<file path="config.mk">
export PLATFORM = sky130hd
export DESIGN_NAME = dout_writer
export DESIGN_NICKNAME = d
export VERILOG_FILES = /design/src/rtl/nice_adc_pkg.sv /design/src/rtl/dout_writer_dclk_timer.sv /design/src/rtl/dout_writer.sv
export SDC_FILE = /design/constraint.sdc
export NUM_CORES = 1
export LEC_CHECK = 0
export CORE_MARGIN = 2
export CORE_UTILIZATION = 57
export DETAILED_ROUTE_END_ITERATION = 10
export HOLD_SLACK_MARGIN = 0.1
export PLACE_DENSITY = 0.85
export SETUP_SLACK_MARGIN = 0.05
export SLEW_MARGIN = 20
export SYNTH_ARGS = -nofsm -noshare
export SYNTH_HDL_FRONTEND = slang
export SYNTH_SLANG_ARGS = --single-unit
</file>
<file path="constraint.sdc">
create_clock -name clk_i -period 5.8 [get_ports clk_i]
set_input_delay 1.16 -clock clk_i [delete_from_list [all_inputs] [get_ports clk_i]]
set_output_delay 1.16 -clock clk_i [all_outputs]
set_load 0.01 [all_outputs]
</file>
<file path="src/rtl/nice_adc_pkg.sv">
// nice_adc_pkg: shared constants and types for the ADC data-out frame writer and reader.
package nice_adc_pkg;
  localparam int ADC_DATA_WIDTH = 24;
  localparam int ADC_N_CH = 2;
  localparam int ADC_FRAME_BITS = ADC_DATA_WIDTH * ADC_N_CH;
  typedef logic signed [ADC_DATA_WIDTH-1:0] adc_sample_t;
  typedef enum logic [1:0] {IDLE, DRDY, SHIFT, GAP} dout_state_t;
  function automatic int max3(input int a, input int b, input int c);
    return (a > b) ? ((a > c) ? a : c) : ((b > c) ? b : c);
  endfunction
endpackage

</file>
<file path="src/rtl/dout_writer_dclk_timer.sv">
// dclk_timer: half-period phase counter that toggles dclk while enabled and flags the falling toggle.
module dclk_timer #(
  parameter int DIV = 4,
  parameter int PW = 2
) (
  input  logic clk,
  input  logic rst,
  input  logic en,
  output logic dclk,
  output logic fall
);
  logic [PW-1:0] cnt;
  logic tick;
  assign tick = en && (cnt == PW'(DIV - 1));
  assign fall = tick && dclk;
  always_ff @(posedge clk)
    if (rst || !en) begin
      cnt  <= '0;
      dclk <= 1'b0;
    end else begin
      cnt  <= tick ? '0 : cnt + 1'b1;
      dclk <= dclk ^ tick;
    end
endmodule

</file>
<file path="src/rtl/dout_writer.sv">
// dout_writer: sends one {ch1, ch2} frame MSB first on drdy/dclk/dout, receiver samples on dclk rise.
module dout_writer
  import nice_adc_pkg::*;
#(
  parameter int DATA_WIDTH = ADC_DATA_WIDTH,
  parameter int N_CH = ADC_N_CH,
  parameter int CLK_DIV = 4,
  parameter int DRDY_CYCLES = 8,
  parameter int GAP_CYCLES = 4
) (
  input  logic                         clk_i,
  input  logic                         reset_i,
  input  logic signed [DATA_WIDTH-1:0] ch1_i,
  input  logic signed [DATA_WIDTH-1:0] ch2_i,
  input  logic                         valid_i,
  output logic                         ready_o,
  output logic                         drdy_o,
  output logic                         dclk_o,
  output logic                         dout_o,
  output logic                         done_o
);
  localparam int FB = N_CH * DATA_WIDTH;
  localparam int BW = $clog2(FB);
  localparam int PM = $clog2(max3(CLK_DIV, DRDY_CYCLES, GAP_CYCLES));
  localparam int PW = (PM < 1) ? 1 : PM;
  dout_state_t   state;
  logic [FB-1:0] sr;
  logic [BW-1:0] bcnt;
  logic [PW-1:0] wcnt;
  logic          fall;
  dclk_timer #(.DIV(CLK_DIV), .PW(PW)) u_timer (
    .clk (clk_i),
    .rst (reset_i),
    .en  (state == SHIFT),
    .dclk(dclk_o),
    .fall(fall)
  );
  always_ff @(posedge clk_i)
    if (reset_i) begin
      state   <= IDLE;
      ready_o <= 1'b1;
      drdy_o  <= 1'b1;
      dout_o  <= 1'b0;
      done_o  <= 1'b0;
      sr      <= '0;
      bcnt    <= '0;
      wcnt    <= '0;
    end else begin
      done_o <= 1'b0;
      case (state)
        IDLE:
          if (valid_i && ready_o) begin
            state   <= DRDY;
            ready_o <= 1'b0;
            drdy_o  <= 1'b0;
            sr      <= FB'({ch1_i, ch2_i});
            dout_o  <= ch1_i[DATA_WIDTH-1];
            bcnt    <= '0;
            wcnt    <= '0;
          end
        DRDY:
          if (wcnt == PW'(DRDY_CYCLES - 1)) state <= SHIFT;
          else wcnt <= wcnt + 1'b1;
        SHIFT:
          // the next bit is presented on each dclk fall, so it is stable across the following rise
          if (fall) begin
            if (bcnt == BW'(FB - 1)) begin
              state  <= GAP;
              drdy_o <= 1'b1;
              dout_o <= 1'b0;
              wcnt   <= '0;
            end else begin
              bcnt   <= bcnt + 1'b1;
              sr     <= sr << 1;
              dout_o <= sr[FB-2];
            end
          end
        GAP:
          if (wcnt == PW'(GAP_CYCLES - 1)) begin
            state   <= IDLE;
            ready_o <= 1'b1;
            done_o  <= 1'b1;
          end else wcnt <= wcnt + 1'b1;
        default: state <= IDLE;
      endcase
    end
endmodule
</file>
==> results of run 1 <==
## sequential cells by signal, indices dropped and copies added, names as in the netlist
name          count
dout_o            1
u_timer.cnt       3
u_timer.dclk      1
sr               47
wcnt              3
state             2
bcnt              6
done_o            1
drdy_o            1
ready_o           1
## layer usage
metal / up-vias / part of all wire / track usage
met2: 84 / 0.46 / 0.3433
met3: 12 / 0.056 / 0.04607
met1: 1256 / 0.47 / 0.2814
met5: - / 0 / 0
li1: 1338 / - / -
met4: 0 / 0.020 / 0.1034
## cell usage in the layout, fill, tap and decap left out, drive strengths merged, types with 2 or more instances in the layout
cell type	count
nor3	6
and3	2
nand3	7
o2111ai	2
dfxtp	66
nor2	7
buf	6
or4	3
clkbuf	11
a31oi	4
o31ai	2
a21oi	56
nand2	6
mux2i	46
clkinv	2
nand2b	4
o32ai	2
clkdlybuf4s50	54
ha	11
inv	11
o21ai	10
a211oi	47
## how the worst max path moves through the flow
stage	startpoint	to	slack (ns)	depth (start not counted)
final	valid_i	sr[13]	2.59	7
after global routing	valid_i	sr[19]	2.50	7
after CTS	valid_i	sr[13]	2.28	6
after detailed placement	valid_i	sr[13]	1.92	6
after global placement	valid_i	sr[17]	1.99	6
after floorplan	state[0]	sr[10]	3.14	14
## area by class of cell
| type | instances | area (um2) |
|---|---|---|
| multi-input cells | 229 | 1824 |
| fillers | 433 | 1535 |
| flip-flops and latches | 66 | 1321 |
| repair buffers | 60 | 603.1 |
| clock buffers | 11 | 141.4 |
| well taps | 72 | 90.09 |
| inverters | 11 | 41.29 |
| clock inverters | 3 | 17.52 |
## power by group through the flow
| stage | Sequential [W] | Combinational [W] | Clock (W) |
|---|---|---|---|
| after CTS | 0.000742 | 0.000871 | 0.000333 |
| after global placement | 0.000743 | 0.000843 | 0 |
| after global routing | 0.000764 | 0.000986 | 0.000352 |
| after floorplan | 0.000728 | 0.000743 | 0 |
| final | 0.000741 | 0.000901 | 0.000325 |
| after detailed placement | 0.000749 | 0.000869 | 0 |
## critical path: stages
cell and delay, ns:
clkdlybuf4s50_1 0.50, a21boi_1 0.15, or3_1 0.54, nor2_4 0.50
buf_16 0.24, buf_4 0.22, a211oi_2 0.08
## per-stage QoR
stage	area [um2]	utilization	setup WS, ns	power [W]	hold WS, ns
2_1_floorplan	3346	-	3.138	0.001471	0.4043
5_1_grt	4039	0.7246	2.505	0.002102	0.4489
6_report	4039	0.7246	2.587	0.001967	0.4287
4_1_cts	4011	0.7196	2.283	0.001945	0.4320
3_3_place_gp	3852	0.6911	1.985	0.001585	0.4128
3_5_place_dp	3852	0.6911	1.920	0.001617	0.4195
## kinds of logic after synthesis
kind of cell,Yosys count,synth area share
AOI/OAI and AO/OA,130,0.2895
DFF,66,0.3949
muxes,47,0.1410
buffers and inverters,43,0.06545
and+or+nand+nor,41,0.06806
adders and majority gates,11,0.04114
==> impl_metrics.csv, run 1 <==
group,metric,value,unit
timing,setup_viol_count_final,0,
timing,fmax,0.3112,GHz
placement,place_congestion,0.9124,
min_path,hp-start,"u_timer.cnt[0]",
setup_path,start_kind,"input pin",
cts,clockBufferDepth,2,
cts,clkLatencyLatePin,0.34,ns
cts,cts-root-buf,"clkbuf_8",
setup_path,r2r_setup_slack,3.00,ns
synth,synthesis.nets,400,
setup_path,worst_r2r_endpoint,"sr[13]",
min_path,min_path_cells,1,
final_layout,fin_nets,439,
setup_path,cp_data_required_time,6.00,ns
run,cap_violations,0,
drt,drc,0,
synth,synth_ff_type,"dfxtp_1",
min_path,holdCritPathClass,"reg2reg",
cts,path_clk_slew,0.07,ns
synth,async_flop_share,0,
die,io-pin-count,56,
die,initial_core_util,0.6002,
global_route,grt.total_usage,0.2172,
power_and_ir_drop,seq_power_share,0.377,
synth,syn_avg_cell_area,9.899,um2
cts,clock_sinks,66,
drt,routed-via-count,2690,
outcome,status,"finished, final reports clean",
global_route,grt_overflow,0,
cts,cts_max_level,3,
cts,cts_buffers,9,
setup_path,critPathMaxFanout,23,
power_and_ir_drop,p_leak,1.346,nW
die,design.core.area,5574,um2
die,dieArea,6499,um2
timing,fin_crit,3.213,ns
global_route,antenna_found_initial,0,
timing,tightest_slew,0.9277,ns
drt,routed_wl,6776,um
placement,hpwl,4301,um
die,rows,27,
global_route,grt_pass1_vias,2460,
timing,slew_viol_final,0,
power_and_ir_drop,swShare,0.3888,
power_and_ir_drop,p_comb_frac,0.458,
synth,yosys-top-cells-count,"66 x dfxtp_1, 55 x a21oi_1, 46 x mux2i_1",
die,die_h,80.62,um
timing,setup_tns,0,ns
final_layout,synthToLayoutAreaGrowth,20.72,%
drt,drtIter0Drc,158,
global_route,grt_pass1_wl,11010,um
placement,port_buffers,55,
drt,drtAntennaViolNets,0,
synth,synth_area_leaders,"dfxtp_1 39%, mux2i_1 14%, a211oi_2 11%",
synth,synth-edff-count,0,
final_layout,drive_gt1_frac,0.1474,
final_layout,n_antenna_cell,0,
cts,cts_resized,0,
drt,wl_per_cell,14.99,um
synth,yosysWarnings,0,
synth,syn_inst,338,
setup_path,r2r_cells,10,
final_layout,stdcell_count,452,
synth,ys_types,41,
setup_path,endpoint_kind,"flop",
placement,dp_cells,437,
power_and_ir_drop,switchingPower,0.0007648,W
drt,first_pass_iters,4,
drt,via_per_inst,5.951,
timing,hold_violations,0,
synth,yosysTopAreaCell,"dfxtp_1",
synth,ys_ff_latch,66,
power_and_ir_drop,power.density,487.0,nW/um2
power_and_ir_drop,p_int,0.001202,W
timing,post-route-period-util,0.5540,
synth,synthesis.area,3346,um2
synth,yosysMostFrequentCell,"dfxtp_1",
timing,finClkSkew,0.004597,ns
power_and_ir_drop,vdd_drop_max,257.6,uV
die,die_w,80.62,um
synth,netlist.area_leader.share,0.3949,
timing,slew_headroom,0.3808,
setup_path,crit_arrival,3.41,ns
setup_path,reg2reg_from,"state[0]",
setup_path,worst-setup-path-type,"in2reg",
global_route,grt_max_degree,52,
synth,seq_area_frac_synth,0.3949,
min_path,min_to,"u_timer.cnt[0]",
power_and_ir_drop,clkPwrFrac,0.165,
cts,cts_hold_buf,0,
cts,tritoncts,"built",
cts,cts_setup_buffers,0,
timing,rsz0062_at_grt,"false",
No activity file was read; power rests on OpenSTA's default activity.
==> inputs of run 2 (changes only) <==
--- a/config.mk
+++ b/config.mk
@@ -6,10 +6,10 @@
 export NUM_CORES = 1
 export LEC_CHECK = 0
 export CORE_MARGIN = 2
-export CORE_UTILIZATION = 57
+export CORE_UTILIZATION = 48
 export DETAILED_ROUTE_END_ITERATION = 10
 export HOLD_SLACK_MARGIN = 0.1
-export PLACE_DENSITY = 0.85
+export PLACE_DENSITY = 0.76
 export SETUP_SLACK_MARGIN = 0.05
 export SLEW_MARGIN = 20
 export SYNTH_ARGS = -nofsm -noshare
==> constraint.sdc (replaced) <==
create_clock -name clk_i -period 2.6 [get_ports clk_i]
set_input_delay 0.52 -clock clk_i [delete_from_list [all_inputs] [get_ports clk_i]]
set_output_delay 0.52 -clock clk_i [all_outputs]
set_load 0.01 [all_outputs]
==> run 2 against run 1 <==
  * Core utilization shrank 11 points
  * Via count grew 0.56%
  * Routed wire length grew 6.4%
  * Sequential power grew 120%
  * Cell area grew 2.9%
  * Worst setup slack lost 2.3 ns
  * Global-route usage shrank 2.0 points
  * Flip-flop and latch count is the same
  * Hold slack lost 0.0021 ns
  * Register-to-register slack lost 2.8 ns
  * Non-clock buffer count grew 3
  * Sequential share of layout area shrank 0.92 points
  * Critical endpoint is now sr[41]
  * Highest routed layer unchanged
==> impl_metrics.csv, run 2 (synthesis results as in run 1) <==
group,metric,value,unit
outcome,status,"finished, final reports clean",
final_layout,n_antenna_cell,0,
placement,hpwl,4622,um
run,cap_violations,0,
die,initial_core_util,0.4952,
drt,first_pass_iters,6,
setup_path,critPathMaxFanout,47,
drt,wl_per_cell,15.50,um
timing,rsz0062_at_grt,"false",
cts,cts_resized,0,
drt,drtAntennaViolNets,0,
final_layout,fill_cells,592,
final_layout,largestRegisters,"sr x47, bcnt x6",
min_path,hp-start,"u_timer.cnt[0]",
timing,slew_viol_final,0,
global_route,grt.total_usage,0.1975,
die,io-pin-count,56,
final_layout,drive_gt1_frac,0.1610,
timing,tightest_slew,0.7661,ns
final_layout,final_common_cell,"dfxtp_1",
global_route,antenna_found_initial,0,
cts,cts-root-buf,"clkbuf_8",
cts,clkLatencyLatePin,0.34,ns
drt,routed-via-count,2705,
power_and_ir_drop,power.density,1131,nW/um2
cts,clockBufferDepth,2,
cts,cts_max_level,3,
cts,tritoncts,"built",
cts,cts_hold_buf,0,
min_path,min_to,"u_timer.cnt[0]",
power_and_ir_drop,p_leak,1.399,nW
global_route,grt_pass1_wl,12050,um
placement,place_congestion,0.8483,
timing,slew_headroom,0.4892,
min_path,holdCritPathClass,"reg2reg",
min_path,min_path_cells,1,
global_route,grt_overflow,0,
final_layout,largest_reg_flops,47,
setup_path,r2r_cells,7,
final_layout,top_register,"sr",
die,die_h,87.49,um
cts,cts_setup_buffers,0,
drt,via_per_inst,5.817,
setup_path,worst-setup-path-type,"reg2reg",
timing,finClkSkew,0.006099,ns
timing,hold_violations,0,
die,design.core.area,6756,um2
timing,fin_crit,2.351,ns
timing,setup_viol_count_final,0,
setup_path,crit_arrival,2.59,ns
final_layout,mostFrequentLayoutCells,"66 x dfxtp_1, 55 x a21oi_1, 54 x clkdlybuf4s50_1",
final_layout,synthToLayoutAreaGrowth,24.20,%
drt,drc,0,
cts,path_clk_slew,0.07,ns
global_route,grt_pass1_vias,2590,
drt,drtIter0Drc,171,
timing,hold_ws,0.4266,ns
placement,port_buffers,55,
cts,cts_buffers,9,
global_route,grt_max_degree,52,
power_and_ir_drop,vdd_drop_max,563.5,uV
setup_path,r2r_setup_slack,0.25,ns
die,die_w,87.49,um
drt,routed_wl,7209,um
die,rows,30,
setup_path,worst_r2r_endpoint,"sr[41]",
final_layout,fin_nets,442,
timing,post-route-period-util,0.9042,
setup_path,start_kind,"flop",
setup_path,reg2reg_from,"state[0]",
setup_path,cp_data_required_time,2.84,ns
setup_path,endpoint_kind,"flop",
cts,clock_sinks,66,
timing,setup_tns,0,ns
timing,fmax,0.4254,GHz
die,dieArea,7654,um2
run 2: cell count changes in the layout (fill, tap and decap cells not counted), sizes merged:
cell | before | now
buf | 6 | 9
bufinv | 0 | 2
clkbuf | 11 | 12
clkinv | 2 | 1
run 2: final cells by class:
class                      count  area, um2  share of cell area
timing repair buffer          63      630.6              0.1518
clock buffer                  12      165.2             0.03975
inverter                      11      41.29            0.009937
sequential                    66       1321              0.3180
clock inverter                 4      72.57             0.01746
multi-input combinational    229       1824              0.4390
tap                           80      100.1             0.02409
run 2: where the power goes:
part	switching [W]	internal, W	total (W)
Clock	0.000386	0.000617	0.00100
Sequential	0.000225	0.00144	0.00166
Combinational	0.00113	0.000905	0.00203
Total	0.00174	0.00296	0.00470
run 2: how the worst max path moves through the flow:
stage / endpoint / cells after the start / slack, ns / start
after global placement: sr[41] / 6 / 0.30 / valid_i
after floorplan: sr[10] / 14 / 0.08 / state[0]
final: sr[41] / 7 / 0.25 / state[0]
after CTS: sr[41] / 7 / 0.23 / state[0]
after detailed placement: sr[41] / 6 / 0.23 / valid_i
after global routing: state[1] / 7 / 0.06 / state[0]
run 2: critical path: stages, from the launching register on:
cell and delay, ns:
dfxtp_1 0.33, inv_1 0.10, ha_2 0.26, buf_4 0.53, and3_1 0.47, nor2_4 0.06, buf_12 0.20, a211oi_1 0.27
run 2: through the flow:
stage,area [um2],instances,setup WS [ns],util,power (W)
finish,4155,465,0.2491,0.6150,0.004698
CTS,4155,465,0.2338,0.6150,0.004732
global placement,3918,449,0.3009,0.5798,0.003644
detailed placement,3918,449,0.2316,0.5798,0.003719
global route,4155,465,0.06153,0.6150,0.005018
floorplan,3351,338,0.08447,-,0.003287
run 2: layer usage:
metal	vias up	routed length, um	GRT usage
li1	1344	-	-
met1	1297	3349	0.2462
met2	57	3464	0.3340
met3	7	308	0.05403
met4	0	87	0.05455
met5	-	0	0
==> inputs of run 3 (changes only) <==
--- a/config.mk
+++ b/config.mk
@@ -5,6 +5,8 @@
 export SDC_FILE = /design/constraint.sdc
 export NUM_CORES = 1
 export LEC_CHECK = 0
+export ABC_AREA = 1
+export CAP_MARGIN = 20
 export CORE_MARGIN = 2
 export CORE_UTILIZATION = 48
 export DETAILED_ROUTE_END_ITERATION = 10
==> constraint.sdc (replaced) <==
create_clock -name clk_i -period 2.6 [get_ports clk_i]
set_input_delay 0.39 -clock clk_i [delete_from_list [all_inputs] [get_ports clk_i]]
set_output_delay 0.39 -clock clk_i [all_outputs]
set_load 0.01 [all_outputs]
==> run 3 against run 2 <==
  * Register-to-register slack better by 0.09 ns
  * Clock skew is 0.0046 ns higher
  * First-iteration DRC count shrank 17%
  * Clock power down 6%
  * Flip-flop and latch count unchanged
  * Fmax increased by 3.8%
  * Clock-buffer cell count rose by 1
  * Sequential share of layout area rose by 0.32 points
  * Global-route usage up 0.45 points
  * Cell area fell by 0.99%
  * Critical path type unchanged
  * Largest power group unchanged
==> impl_metrics.csv, run 3 <==
group,metric,value,unit
synth,synth_ff_type,"dfxtp_1",
synth,synth_simple_gate_area_frac,0.3856,
final_layout,n_antenna_cell,0,
synth,synth_fa_ha_area_frac,0.04086,
synth,synthesis.area,3368,um2
cts,clockBufferDepth,2,
die,initial_core_util,0.4958,
timing,post-route-period-util,0.8707,
timing,hold_violations,0,
drt,first_pass_iters,4,
timing,fin_crit,2.264,ns
cts,cts-root-buf,"clkbuf_8",
die,die_h,87.77,um
placement,port_buffers,55,
synth,ys_types,24,
synth,syn_inst,512,
final_layout,final_common_cell,"nand2_1",
placement,hpwl,4694,um
synth,seq_area_frac_synth,0.3923,
cts,cts_buffers,9,
synth,synth_top_family_by_area,"simple AND/OR/NAND/NOR gates",
synth,synthesis.nets,574,
drt,routed_wl,7271,um
cts,cts_hold_buf,0,
final_layout,largestRegisters,"sr x47, bcnt x6",
cts,tritoncts,"built",
setup_path,crit_chain,"ha_1, ha_1, nand2_1, inv_1, ha_1, inv_1, nand2_2, nand3_2, clkinv_4, nand2_4, nand2_1, nand2_1, nand2_1, inv_1",
setup_path,cpMaxStageDelayCell,"nand2_4",
cts,path_clk_slew,0.07,ns
setup_path,cp_data_required_time,2.88,ns
power_and_ir_drop,power.density,1093,nW/um2
drt,via_per_inst,4.920,
timing,fmax,0.4417,GHz
die,design.core.area,6794,um2
synth,yosysWarnings,0,
synth,async_flop_share,0,
run,cap_violations,0,
global_route,antenna_found_initial,0,
setup_path,slowest_delay,0.46,ns
setup_path,worst-setup-path-type,"reg2reg",
global_route,grt_pass1_vias,2973,
power_and_ir_drop,vdd_drop_max,499.1,uV
global_route,grt_pass1_wl,12490,um
timing,slew_headroom,0.6428,
global_route,grt_max_degree,53,
synth,synth_area_leaders,"dfxtp_1 39%, nand2_1 25%, nand3_1 8.2%",
min_path,holdCritPathClass,"reg2reg",
die,io-pin-count,56,
synth,synth_compound_area_frac,0.08952,
synth,syn_avg_cell_area,6.579,um2
final_layout,multi_input_area,1749,um2
final_layout,stdcell_count,652,
synth,synth-edff-count,0,
final_layout,fin_nets,614,
drt,drc,0,
drt,drtAntennaViolNets,0,
final_layout,synthToLayoutAreaGrowth,22.14,%
drt,wl_per_cell,11.15,um
synth,netlist.area_leader.share,0.3923,
drt,routed-via-count,3208,
die,rows,30,
final_layout,fill_cells,632,
synth,yosysTopAreaCell,"dfxtp_1",
cts,clkLatencyLatePin,0.33,ns
setup_path,critPathMaxFanout,52,
final_layout,drive_gt1_frac,0.05755,
setup_path,crit_arrival,2.55,ns
placement,dp_cells,637,
final_layout,largest_reg_flops,47,
final_layout,top_register,"sr",
global_route,grt_overflow,0,
die,die_w,87.77,um
synth,synth.area.mux_share,0,
timing,setup_viol_count_final,0,
setup_path,endpoint_kind,"flop",
die,dieArea,7704,um2
placement,place_congestion,0.7551,
synth,synth_xor_area_frac,0.002600,
cts,clock_sinks,66,
cts,cts_resized,0,
timing,tightest_slew,0.5353,ns
synth,ys_ff_latch,66,
timing,finClkSkew,0.01074,ns
setup_path,r2r_setup_slack,0.34,ns
power_and_ir_drop,p_leak,1.847,nW
final_layout,mostFrequentLayoutCells,"222 x nand2_1, 66 x dfxtp_1, 55 x nand3_1",
global_route,grt.total_usage,0.2020,
drt,drtIter0Drc,142,
final_layout,regArea,1321,um2
setup_path,start_kind,"flop",
cts,cts_max_level,3,
outcome,status,"finished, final reports clean",
timing,setup_tns,0,ns
timing,rsz0062_at_grt,"false",
synth,yosysMostFrequentCell,"nand2_1",
timing,slew_viol_final,0,
synth,yosys-top-cells-count,"222 x nand2_1, 66 x dfxtp_1, 55 x nand3_1",
setup_path,cp_common_cell,"nand2_1",
cts,cts_setup_buffers,0,
run 3: power breakdown:
| group | switching, W | internal (W) |
|---|---|---|
| logic | 0.00136 | 0.000688 |
| clock network | 0.000357 | 0.000588 |
| registers | 0.000167 | 0.00133 |
| total | 0.00189 | 0.00261 |
run 3: worst max-delay path: cells and delay by family (launching register included):
kind / cells / cell delay [ns]
buffers and inverters: 4 / 0.33
adder cells (fa/ha/maj): 3 / 0.52
flip-flops: 1 / 0.31
AND/OR/NAND/NOR: 7 / 1.03
run 3: kinds of logic after synthesis:
kind of cell	Yosys count
fa+ha+maj	11
simple gates	315
flops	66
buf+inv	60
compound gates	59
xor+xnor	1
run 3: cell type report:
cell class / count / share of cell area
Inverter: 27 / 0.02585
Multi-Input combinational cell: 386 / 0.4252
Timing Repair Buffer: 62 / 0.1454
Tap cell: 96 / 0.02920
Clock inverter: 2 / 0.01460
Sequential cell: 66 / 0.3212
Clock buffer: 13 / 0.03863
run 3: worst paths after layout:
path               endpoint      startpoint  cells after the start
max                 bcnt[3]  u_timer.cnt[0]                     14
min          u_timer.cnt[0]  u_timer.cnt[0]                      1
max reg2reg         bcnt[3]  u_timer.cnt[0]                     14
min reg2reg  u_timer.cnt[0]  u_timer.cnt[0]                      1
run 3: per-stage QoR:
step,power [W],cell area (um2),util,hold WS [ns],worst slack (ns)
final,0.004497,4114,0.6055,0.4239,0.3362
after CTS,0.004527,4114,0.6055,0.4263,0.3240
after floorplan,0.003244,3368,-,0.3990,0.4663
after global placement,0.003508,3895,0.5733,0.4051,0.3970
after detailed placement,0.003582,3895,0.5733,0.4171,0.3351
after global routing,0.004911,4114,0.6055,0.4383,0.08825
run 3: metal layers:
| metal | share of wire | GRT usage | wire length [um] | up-vias |
|---|---|---|---|---|
| li1 | - | - | - | 1699 |
| met1 | 0.46 | 0.2394 | 3344 | 1418 |
| met2 | 0.48 | 0.3636 | 3457 | 85 |
| met3 | 0.053 | 0.03205 | 387 | 6 |
| met4 | 0.011 | 0.07972 | 80 | 0 |
| met5 | 0 | 0 | 0 | - |
